<file path="src/rtl/pipe_stage_skid.sv">
// Stallable, flushable pipeline stage register with valid/ready handshake.
// SKID=1 adds a second entry so in_ready is a pure state decode; SKID=0 is a single register.
module pipe_stage_skid #(
  parameter int unsigned DATA_W = 133,
  parameter int unsigned CTRL_W = 3,
  parameter int unsigned SKID   = 1,
  parameter int unsigned CNT_W  = 16
) (
  input  logic              clk,
  input  logic              reset,
  input  logic              in_valid,
  output logic              in_ready,
  input  logic [DATA_W-1:0] in_data,
  input  logic [CTRL_W-1:0] in_ctrl,
  input  logic              flush,
  output logic              out_valid,
  input  logic              out_ready,
  output logic [DATA_W-1:0] out_data,
  output logic [CTRL_W-1:0] out_ctrl,
  output logic [1:0]        occupancy,
  output logic [CNT_W-1:0]  stall_cnt
);

  typedef struct packed {
    logic [CTRL_W-1:0] ctrl;
    logic [DATA_W-1:0] data;
  } entry_t;

  typedef enum logic [1:0] {EMPTY = 2'd0, ONE = 2'd1, FULL = 2'd2} state_t;

  state_t state, state_nxt;
  entry_t main_q, skid_q;
  logic   accept, load_main, load_skid, main_from_skid;

  generate
    if (SKID != 0) begin : g_skid
      // Registered decode: no combinational path from out_ready.
      assign in_ready = (state != FULL);
    end else begin : g_noskid
      assign in_ready = (state == EMPTY) || out_ready;
    end
  endgenerate

  assign accept = in_valid && in_ready;

  always_comb begin
    state_nxt      = state;
    load_main      = 1'b0;
    load_skid      = 1'b0;
    main_from_skid = 1'b0;
    unique case (state)
      EMPTY: if (accept) begin
        state_nxt = ONE;
        load_main = 1'b1;
      end
      ONE: begin
        if (accept && out_ready) begin
          load_main = 1'b1;
        end else if (accept) begin
          // Only reachable with SKID=1; SKID=0 accepts in ONE only when out_ready.
          state_nxt = FULL;
          load_skid = 1'b1;
        end else if (out_ready) begin
          state_nxt = EMPTY;
        end
      end
      FULL: if (out_ready) begin
        state_nxt      = ONE;
        main_from_skid = 1'b1;
      end
      default: state_nxt = EMPTY;
    endcase
    // Flush wins over everything; data registers keep their old contents.
    if (flush) begin
      state_nxt      = EMPTY;
      load_main      = 1'b0;
      load_skid      = 1'b0;
      main_from_skid = 1'b0;
    end
  end

  always_ff @(posedge clk or negedge reset) begin
    if (!reset) begin
      state  <= EMPTY;
      main_q <= '0;
      skid_q <= '0;
    end else begin
      state <= state_nxt;
      if (load_main)           main_q <= '{ctrl: in_ctrl, data: in_data};
      else if (main_from_skid) main_q <= skid_q;
      if (load_skid)           skid_q <= '{ctrl: in_ctrl, data: in_data};
    end
  end

  always_ff @(posedge clk or negedge reset) begin
    if (!reset)
      stall_cnt <= '0;
    else if (out_valid && !out_ready && (stall_cnt != {CNT_W{1'b1}}))
      stall_cnt <= stall_cnt + 1'b1;
  end

  assign out_valid = (state != EMPTY);
  assign out_data  = main_q.data;
  assign out_ctrl  = out_valid ? main_q.ctrl : '0;
  assign occupancy = state;

endmodule

</file>
<file path="config.mk">
export PLATFORM = sky130hd
export DESIGN_NAME = pipe_stage_skid
export DESIGN_NICKNAME = d
export VERILOG_FILES = /design/src/rtl/pipe_stage_skid.sv
export SDC_FILE = /design/constraint.sdc
export NUM_CORES = 1
export LEC_CHECK = 0
export ABC_AREA = 1
export BUFFER_PORTS_ARGS = -buffer_cell sky130_fd_sc_hd__buf_2
export CORE_MARGIN = 8
export CORE_UTILIZATION = 45
export CTS_CLUSTER_SIZE = 20
export DETAILED_ROUTE_END_ITERATION = 10
export PLACE_DENSITY = 0.71
export SYNTH_ARGS = -nofsm -noshare
export SYNTH_HDL_FRONTEND = slang
export SYNTH_SLANG_ARGS = --single-unit
</file>
<file path="constraint.sdc">
create_clock -name clk -period 1.7 [get_ports clk]
set_clock_uncertainty 0.1 [all_clocks]
set_input_delay 0 -clock clk [delete_from_list [all_inputs] [get_ports clk]]
set_output_delay 0 -clock clk [all_outputs]
set_load 0.005 [all_outputs]
</file>
==> results of run 1 <==
[timing repair]
| item | 4_1_cts | 5_1_grt |
|---|---|---|
| gates resized for setup | 5 | 10 |
| hold endpoints to repair | 580 | 0 |
| gates cloned | 0 | 3 |
| setup endpoints to repair | 34 | 88 |
| setup buffers | 2 | 6 |
| hold buffers | 141 | 0 |
| pin swaps | 0 | 3 |
[logic make-up after synthesis]
group | synth area share, %
flip-flops | 53.16
adder cells (fa/ha/maj) | 0.09164
XOR/XNOR | 0.4491
buffers and inverters | 15.32
AO/OA/AOI/OAI | 13.99
AND/OR/NAND/NOR | 16.99
[power by group]
part / leakage, nW / internal [mW] / switching, mW
Combinational: 4.54 / 3.11 / 3.61
Sequential: 3.56 / 9.62 / 1.51
Clock: 0.456 / 3.70 / 2.61
Total: 8.56 / 16.4 / 7.72
[final timing paths]
kind,end,start,cells past startpoint
min in group asynchronous,skid_q[107],reset,3
hold reg to reg,skid_q[71],skid_q[71],2
max in group asynchronous,skid_q[34],reset,4
setup / recovery,out_data[41],occupancy[0],6
setup reg to reg,out_data[41],occupancy[0],6
hold / removal,out_data[131],in_data[131],4
[critical path: stages, from the launching register on]
cell and delay, ns:
dfrtp_2 0.43, buf_4 0.16, nor2_4 0.20, buf_4 0.17, buf_12 0.24, nand3_1 0.14
o211ai_2 0.10
[flip-flops by register name, indices dropped and copies added (netlist names)]
register,flops
stall_cnt,16
main_q,3
occupancy,2
skid_q,136
out_data,133
[cells in the mapped netlist (2+ instances only)]
master,number,share of area (%)
a21oi_1,36,1.3
buf_1,3,0.082
buf_2,34,1.2
buf_4,144,7.9
buf_6,5,0.41
clkbuf_1,49,1.3
clkinv_1,2,0.055
dfrtp_1,290,53
inv_1,152,4.2
inv_2,3,0.082
nand2_1,208,5.7
nand3_1,242,8.9
nand4_1,9,0.41
nor2_1,62,1.7
o211ai_1,103,5.7
o211ai_2,30,2.7
o21ai_0,106,3.9
o221ai_1,3,0.19
xnor2_1,7,0.45
[per-layer routing]
layer | up-vias | global-route usage [%] | wire length, um
met5 | - | 0 | 0
met3 | 85 | 4.486 | 2906
met4 | 0 | 7.011 | 1115
met2 | 439 | 32.77 | 18230
li1 | 5422 | - | -
met1 | 5527 | 25.59 | 15640
[stage by stage]
step,cell area [sq um],hold slack (ns),TNS (ns),total power [mW],worst slack [ns]
after floorplan,13650,-0.3956,0,16.00,0.05458
after global placement,14690,-0.1540,0,17.21,0.04315
after detailed placement,14690,-0.1476,-0.05632,17.53,-0.02254
after CTS,17070,0.1058,0,24.27,0.01780
after global routing,17220,0.1358,-0.2970,25.79,-0.02457
final,17230,0.1373,0,24.16,0.05420
[cell type report]
type,count,area share (%)
multi-input cells,814,25.23
inverters,157,3.436
well taps,390,2.833
repair buffers,491,20.84
flip-flops and latches,290,42.15
diodes,5,0.07264
clock inverters,4,0.2978
clock buffers,44,5.135
==> report_table.html, run 1 <==
<table>
<tr><th>Metric</th><th>Value</th></tr>
<tr><th colspan="2">Outcome</th></tr>
<tr><td>Result of the run</td><td>completed</td></tr>
<tr><th colspan="2">Floorplanning</th></tr>
<tr><td>Die footprint</td><td>0.03617 sq mm</td></tr>
<tr><td>Core Region</td><td>0.02980 sq mm</td></tr>
<tr><td>Row cnt</td><td>63</td></tr>
<tr><td>Chip Height</td><td>about 190 um</td></tr>
<tr><td>Number of primary I/O pins</td><td>around 300</td></tr>
<tr><td>Die W</td><td>190.2 um</td></tr>
<tr><td>Initial core utilization</td><td>45.82%</td></tr>
<tr><th colspan="2">Route</th></tr>
<tr><td>Total routed wirelength</td><td>about 38000 um</td></tr>
<tr><td>Total iterations of the first detailed-routing run</td><td>5</td></tr>
<tr><td>Iter 0 DRT Violations</td><td>827</td></tr>
<tr><td># DRC</td><td>0</td></tr>
<tr><td>Total number of vias</td><td>approximately 11000</td></tr>
<tr><td>Post-DRT Antenna Nets</td><td>0</td></tr>
<tr><td>Post-detailed-route wirelength per cell</td><td>~17 um</td></tr>
<tr><td>Per-cell via count in the routed design</td><td>5.227</td></tr>
<tr><th colspan="2">Yosys</th></tr>
<tr><td>Library cells used by synthesis</td><td>27</td></tr>
<tr><td>Gate count after technology mapping</td><td>about 1500</td></tr>
<tr><td>Seq/Total Area, Yosys</td><td>a little over half</td></tr>
<tr><td>Post-synth top flop</td><td>dfrtp_1</td></tr>
<tr><td>EDFF count, synth</td><td>0</td></tr>
<tr><td>YS warnings</td><td>0</td></tr>
<tr><td>Flip-flop and latch count after synthesis</td><td>290</td></tr>
<tr><td>Post-synthesis net count</td><td>around 1600</td></tr>
<tr><td>Post-synthesis instance area</td><td>0.01365 sq mm</td></tr>
<tr><td>Fraction of registers with async set or reset after synthesis</td><td>100.0%</td></tr>
<tr><td>Mean instance size in the synthesized netlist</td><td>slightly above 9 sq um</td></tr>
<tr><th colspan="2">Timing</th></tr>
<tr><td>Number of setup violations in the final report</td><td>0</td></tr>
<tr><td>Hold violation total from the final report</td><td>0</td></tr>
<tr><td>Maximum operating frequency</td><td>~610 MHz</td></tr>
<tr><td>Actual transition at the worst max-transition pin</td><td>roughly 0.44 ns</td></tr>
<tr><td>Final Cycle Share</td><td>between 90% and 100%</td></tr>
<tr><td>Final worst path period need</td><td>1.646 ns</td></tr>
<tr><td>Final number of max-transition violations</td><td>0</td></tr>
<tr><td>Worst relative slew slack</td><td>a little over two thirds</td></tr>
<tr><th colspan="2">Critical path</th></tr>
<tr><td>Data arrival time of the critical path</td><td>about 2.0 ns</td></tr>
<tr><td>Required time of the critical path</td><td>just over 2 ns</td></tr>
<tr><td>Worst-path maximum fanout</td><td>52</td></tr>
<tr><td>Path type of the worst setup path</td><td>register to register</td></tr>
<tr><td>Startpoint type of the worst setup path</td><td>register</td></tr>
<tr><td>CP Capture Type</td><td>register</td></tr>
<tr><td>Worst-case register-to-register setup slack</td><td>0.05 ns</td></tr>
<tr><th colspan="2">Final layout</th></tr>
<tr><td>Fin cells</td><td>around 2200</td></tr>
<tr><td>FF+latch area</td><td>just over 0.007 sq mm</td></tr>
<tr><td>Fraction of layout instances using a drive strength above 1</td><td>between 20% and 30%</td></tr>
<tr><td>Commonest non-fill, non-tap cell in the layout</td><td>buf_2</td></tr>
<tr><td>Final nets</td><td>1927</td></tr>
<tr><td>Synthesis-to-layout area growth</td><td>26.18%</td></tr>
<tr><td>Area of the multi-input gates</td><td>0.004347 sq mm</td></tr>
<tr><td>Commonest cells after routing, fill and taps aside</td><td>295 x buf_2, 287 x dfrtp_1, 241 x nand3_1</td></tr>
<tr><td>Number of filler instances in the final layout</td><td>roughly 2500</td></tr>
<tr><td>Finished Core Util</td><td>roughly 58%</td></tr>
<tr><th colspan="2">Power</th></tr>
<tr><td>Reported leakage power</td><td>~8.6 nW</td></tr>
<tr><td>Cell Pwr Density</td><td>approximately 1400 mW/mm^2</td></tr>
<tr><td>Worst supply voltage drop on vdd</td><td>approximately 0.78 mV</td></tr>
<tr><th colspan="2">Clocking</th></tr>
<tr><td>Clk_lat worst skew</td><td>around 0.55 ns</td></tr>
<tr><td>Clock H-tree levels</td><td>1</td></tr>
<tr><td>Sink count of the clock tree</td><td>between 200 and 300</td></tr>
<tr><td>Number of buffers between clock root and the deepest sink</td><td>3</td></tr>
<tr><td>Number of buffers inserted during clock tree synthesis</td><td>31</td></tr>
<tr><td>Library cell used as clock root buffer</td><td>clkbuf_16</td></tr>
<tr><td>Clock-pin slew reported for the worst setup and hold paths after clock tree synthesis</td><td>0.06 ns</td></tr>
<tr><td>TritonCTS clock tree</td><td>yes</td></tr>
<tr><th colspan="2">GRT</th></tr>
<tr><td>First-pass GRT wire length</td><td>between 60000 and 70000 um</td></tr>
<tr><td>Maximum number of pins on one net before global-route repair</td><td>121</td></tr>
<tr><td>Via count of the first global-routing pass</td><td>11630</td></tr>
<tr><td>Total congestion overflow</td><td>0</td></tr>
<tr><td>Combined global-route utilization of all metal layers</td><td>19.92%</td></tr>
<tr><td>Initial antenna violation count</td><td>3</td></tr>
<tr><th colspan="2">Place</th></tr>
<tr><td>Estimated wirelength of the detail-placed design</td><td>around 23000 um</td></tr>
<tr><td>Number of buffers added on ports</td><td>296</td></tr>
<tr><td>Cell count after placement</td><td>1991</td></tr>
<tr><td>Global placement routability congestion</td><td>about 0.80</td></tr>
<tr><th colspan="2">Job</th></tr>
<tr><td>Number of max-cap violations</td><td>0</td></tr>
<tr><th colspan="2">Hold path</th></tr>
<tr><td>Classification of the worst-slack hold path</td><td>input pin to register</td></tr>
</table>
No activity file was read; power rests on OpenSTA's default activity.
==> inputs of run 2 (changes only) <==
--- a/config.mk
+++ b/config.mk
@@ -8,10 +8,11 @@
 export ABC_AREA = 1
 export BUFFER_PORTS_ARGS = -buffer_cell sky130_fd_sc_hd__buf_2
 export CORE_MARGIN = 8
-export CORE_UTILIZATION = 45
+export CORE_UTILIZATION = 40
+export CTS_BUF_LIST = sky130_fd_sc_hd__clkbuf_2
 export CTS_CLUSTER_SIZE = 20
 export DETAILED_ROUTE_END_ITERATION = 10
-export PLACE_DENSITY = 0.71
 export SYNTH_ARGS = -nofsm -noshare
 export SYNTH_HDL_FRONTEND = slang
 export SYNTH_SLANG_ARGS = --single-unit
+export TNS_END_PERCENT = 5
==> run 2 against run 1 <==
  * The run now ends with setup timing left
  * Via count is 8.9% higher
  * Sequential power about the same
  * Core utilization shrank 0.63 points
  * Cell count rose by 14%
  * Highest routed layer is now met5
  * Worst setup slack got worse by 0.27 ns
  * Flip-flop and latch count is the same
  * Total power decreased by 0.33%
  * Clock power shrank 13%
  * Worst hold slack lost 0.012 ns
  * Design area grew 12%
  * Sequential share of layout area is 4.4 points lower
==> report_table.html, run 2 (synthesis results as in run 1) <==
<table>
<tr><th>Metric</th><th>Value</th></tr>
<tr><th colspan="2">Outcome</th></tr>
<tr><td>Result of the run</td><td>finished, violations left</td></tr>
<tr><td>Failing checks</td><td>setup timing</td></tr>
<tr><th colspan="2">Route</th></tr>
<tr><td>Post-detailed-route wirelength per cell</td><td>around 17 um</td></tr>
<tr><td>Iter 0 DRT Violations</td><td>747</td></tr>
<tr><td>Top routing layer in use</td><td>met5</td></tr>
<tr><td># DRC</td><td>0</td></tr>
<tr><td>Routed met3 length</td><td>2858 um</td></tr>
<tr><td>Post-DRT Antenna Nets</td><td>0</td></tr>
<tr><td>Total number of vias</td><td>12500</td></tr>
<tr><td>Per-cell via count in the routed design</td><td>between 4 and 5</td></tr>
<tr><td>Total routed wirelength</td><td>between 40000 and 50000 um</td></tr>
<tr><td>Total length of routed met2 wires</td><td>between 20000 and 25000 um</td></tr>
<tr><td>Total iterations of the first detailed-routing run</td><td>5</td></tr>
<tr><td>Sum of routed wire segments on met1</td><td>17820 um</td></tr>
<tr><th colspan="2">Timing</th></tr>
<tr><td>Worst hold margin</td><td>approximately 0.13 ns</td></tr>
<tr><td>Number of setup violations in the final report</td><td>~130</td></tr>
<tr><td>Worst relative slew slack</td><td>63.59%</td></tr>
<tr><td>Final worst path period need</td><td>about 1.9 ns</td></tr>
<tr><td>Setup WS post-layout</td><td>-0.2142 ns</td></tr>
<tr><td>Actual transition at the worst max-transition pin</td><td>~0.55 ns</td></tr>
<tr><td>Maximum operating frequency</td><td>about 520 MHz</td></tr>
<tr><td>Unrepaired setup endpoints after global routing</td><td>true</td></tr>
<tr><td>Hold violation total from the final report</td><td>0</td></tr>
<tr><td>Final Cycle Share</td><td>112.6%</td></tr>
<tr><td>Final number of max-transition violations</td><td>0</td></tr>
<tr><td>Total negative slack</td><td>-5.243 ns</td></tr>
<tr><th colspan="2">Critical path</th></tr>
<tr><td>Critical Path Max Stage Delay</td><td>between 0.4 and 0.5 ns</td></tr>
<tr><td>Path type of the worst setup path</td><td>register to output pin</td></tr>
<tr><td>Critical Path Slowest Stage Cell</td><td>dfrtp_1</td></tr>
<tr><td>Required time of the critical path</td><td>1.60 ns</td></tr>
<tr><td>Startpoint type of the worst setup path</td><td>register</td></tr>
<tr><td>CP Capture Type</td><td>output pin</td></tr>
<tr><td>Worst setup startpoint</td><td>occupancy[1]</td></tr>
<tr><td>Cells along the critical path</td><td>buf_6 -&gt; nor2_4 -&gt; nor2_1 -&gt; buf_2</td></tr>
<tr><td>Data arrival time of the critical path</td><td>1.81 ns</td></tr>
<tr><td>FF-to-FF Start</td><td>occupancy[1]</td></tr>
<tr><td>Worst-path maximum fanout</td><td>5</td></tr>
<tr><th colspan="2">Clocking</th></tr>
<tr><td>Sink count of the clock tree</td><td>just under 300</td></tr>
<tr><td>Clk_lat worst skew</td><td>approximately 0.9 ns</td></tr>
<tr><td>TritonCTS clock tree</td><td>yes</td></tr>
<tr><td>Number of buffers between clock root and the deepest sink</td><td>3</td></tr>
<tr><td>Library cell used as clock root buffer</td><td>clkbuf_2</td></tr>
<tr><td>Clock H-tree levels</td><td>3</td></tr>
<tr><td>Clock-pin slew reported for the worst setup and hold paths after clock tree synthesis</td><td>~0.10 ns</td></tr>
<tr><td>Number of buffers inserted during clock tree synthesis</td><td>80</td></tr>
<tr><th colspan="2">Floorplanning</th></tr>
<tr><td>Row cnt</td><td>67</td></tr>
<tr><td>Die W</td><td>200.7 um</td></tr>
<tr><td>Number of primary I/O pins</td><td>around 300</td></tr>
<tr><td>Die footprint</td><td>slightly above 0.04 sq mm</td></tr>
<tr><td>Initial core utilization</td><td>about two fifths</td></tr>
<tr><td>Core Region</td><td>between 0.03 and 0.04 sq mm</td></tr>
<tr><td>Chip Height</td><td>approximately 200 um</td></tr>
<tr><th colspan="2">Power</th></tr>
<tr><td>Cell Pwr Density</td><td>approximately 1300 mW/mm^2</td></tr>
<tr><td>Reported leakage power</td><td>approximately 9.6 nW</td></tr>
<tr><td>Worst supply voltage drop on vdd</td><td>between 0.5 and 0.6 mV</td></tr>
<tr><th colspan="2">GRT</th></tr>
<tr><td>Initial antenna violation count</td><td>3</td></tr>
<tr><td>Combined global-route utilization of all metal layers</td><td>a little under 20%</td></tr>
<tr><td>Maximum number of pins on one net before global-route repair</td><td>slightly below 100</td></tr>
<tr><td>Via count of the first global-routing pass</td><td>approximately 13000</td></tr>
<tr><td>First-pass GRT wire length</td><td>66060 um</td></tr>
<tr><td>Total congestion overflow</td><td>0</td></tr>
<tr><th colspan="2">Hold path</th></tr>
<tr><td>Classification of the worst-slack hold path</td><td>input pin to register</td></tr>
<tr><td>Hold path start</td><td>in_valid</td></tr>
<tr><th colspan="2">Final layout</th></tr>
<tr><td>Fin cells</td><td>between 2000 and 3000</td></tr>
<tr><td>Synthesis-to-layout area growth</td><td>40.79%</td></tr>
<tr><td>Final design area excluding fillers</td><td>0.01922 sq mm</td></tr>
<tr><td>Commonest non-fill, non-tap cell in the layout</td><td>dfrtp_1</td></tr>
<tr><td>Commonest cells after routing, fill and taps aside</td><td>283 x dfrtp_1, 281 x dlygate4sd3_1, 280 x buf_2</td></tr>
<tr><td>Fraction of layout instances using a drive strength above 1</td><td>27.68%</td></tr>
<tr><td>Flip-flop count of the largest register after layout</td><td>roughly 140</td></tr>
<tr><td>Final nets</td><td>2141</td></tr>
<tr><td>Largest Register</td><td>skid_q</td></tr>
<tr><td>Finished Core Util</td><td>about 57%</td></tr>
<tr><th colspan="2">Place</th></tr>
<tr><td>Cell area after placement</td><td>0.01494 sq mm</td></tr>
<tr><td>Estimated wirelength of the detail-placed design</td><td>23830 um</td></tr>
<tr><td>Cell count after placement</td><td>2061</td></tr>
<tr><td>Global placement routability congestion</td><td>between 0.7 and 0.8</td></tr>
<tr><td>Number of buffers added on ports</td><td>296</td></tr>
<tr><th colspan="2">Job</th></tr>
<tr><td>Number of max-cap violations</td><td>0</td></tr>
</table>
==> run 2: worst paths after layout <==
| kind | to | slack, ns | cells after the start |
|---|---|---|---|
| worst max-delay path | out_ctrl[2] | -0.21 | 4 |
| worst min register to register | skid_q[98] | 0.39 | 2 |
| min in group asynchronous | out_data[122] | 0.61 | 4 |
| max in group asynchronous | out_data[66] | 0.19 | 5 |
| worst max register to register | out_data[75] | -0.09 | 8 |
| worst min-delay path | occupancy[0] | 0.13 | 6 |
==> run 2: timing repair <==
item,CTS,global route
hold endpoints to repair,580,0
gates resized for setup,29,61
pin swaps,2,8
gates cloned,0,12
setup buffers,3,9
hold buffers,281,0
endpoints found under the setup margin,49,320
==> run 2: area by class of cell <==
| class | count | area (sq um) |
|---|---|---|
| sequential | 290 | 7266 |
| fill | 2878 | 14400 |
| multi-input combinational | 814 | 4399 |
| tap | 448 | 560.5 |
| clock inverter | 22 | 192.7 |
| antenna | 2 | 5.005 |
| timing repair buffer | 656 | 5605 |
| clock buffer | 120 | 600.6 |
| inverter | 157 | 591.8 |
==> run 2: per-layer routing <==
| layer | vias up | GRT usage, % |
|---|---|---|
| li1 | 5919 | - |
| met1 | 6014 | 24.10 |
| met2 | 470 | 32.25 |
| met3 | 90 | 5.180 |
| met4 | 2 | 8.936 |
| met5 | - | 0 |
==> run 2: through the flow <==
| stage | setup WS [ns] | power [mW] |
|---|---|---|
| final | -0.2142 | 24.08 |
| after global routing | -0.3994 | 25.89 |
| after CTS | -0.3615 | 23.82 |
| after detailed placement | 0.07064 | 17.58 |
| after global placement | 0.03563 | 17.38 |
| after floorplan | 0.05458 | 16.00 |
==> run 2: report_power, final <==
part           internal (mW)  leakage (nW)  switching [mW]  total (mW)
clock network           2.48         0.598            3.00        5.48
registers               9.59          3.56            1.51        11.1
logic                   3.67          5.41            3.83        7.50
==> run 2: critical path: cells and delay by family (launching register included) <==
kind | cells | cell delay (ns)
and+or+nand+nor | 2 | 0.23
buffers and inverters | 2 | 0.26
DFF | 1 | 0.41
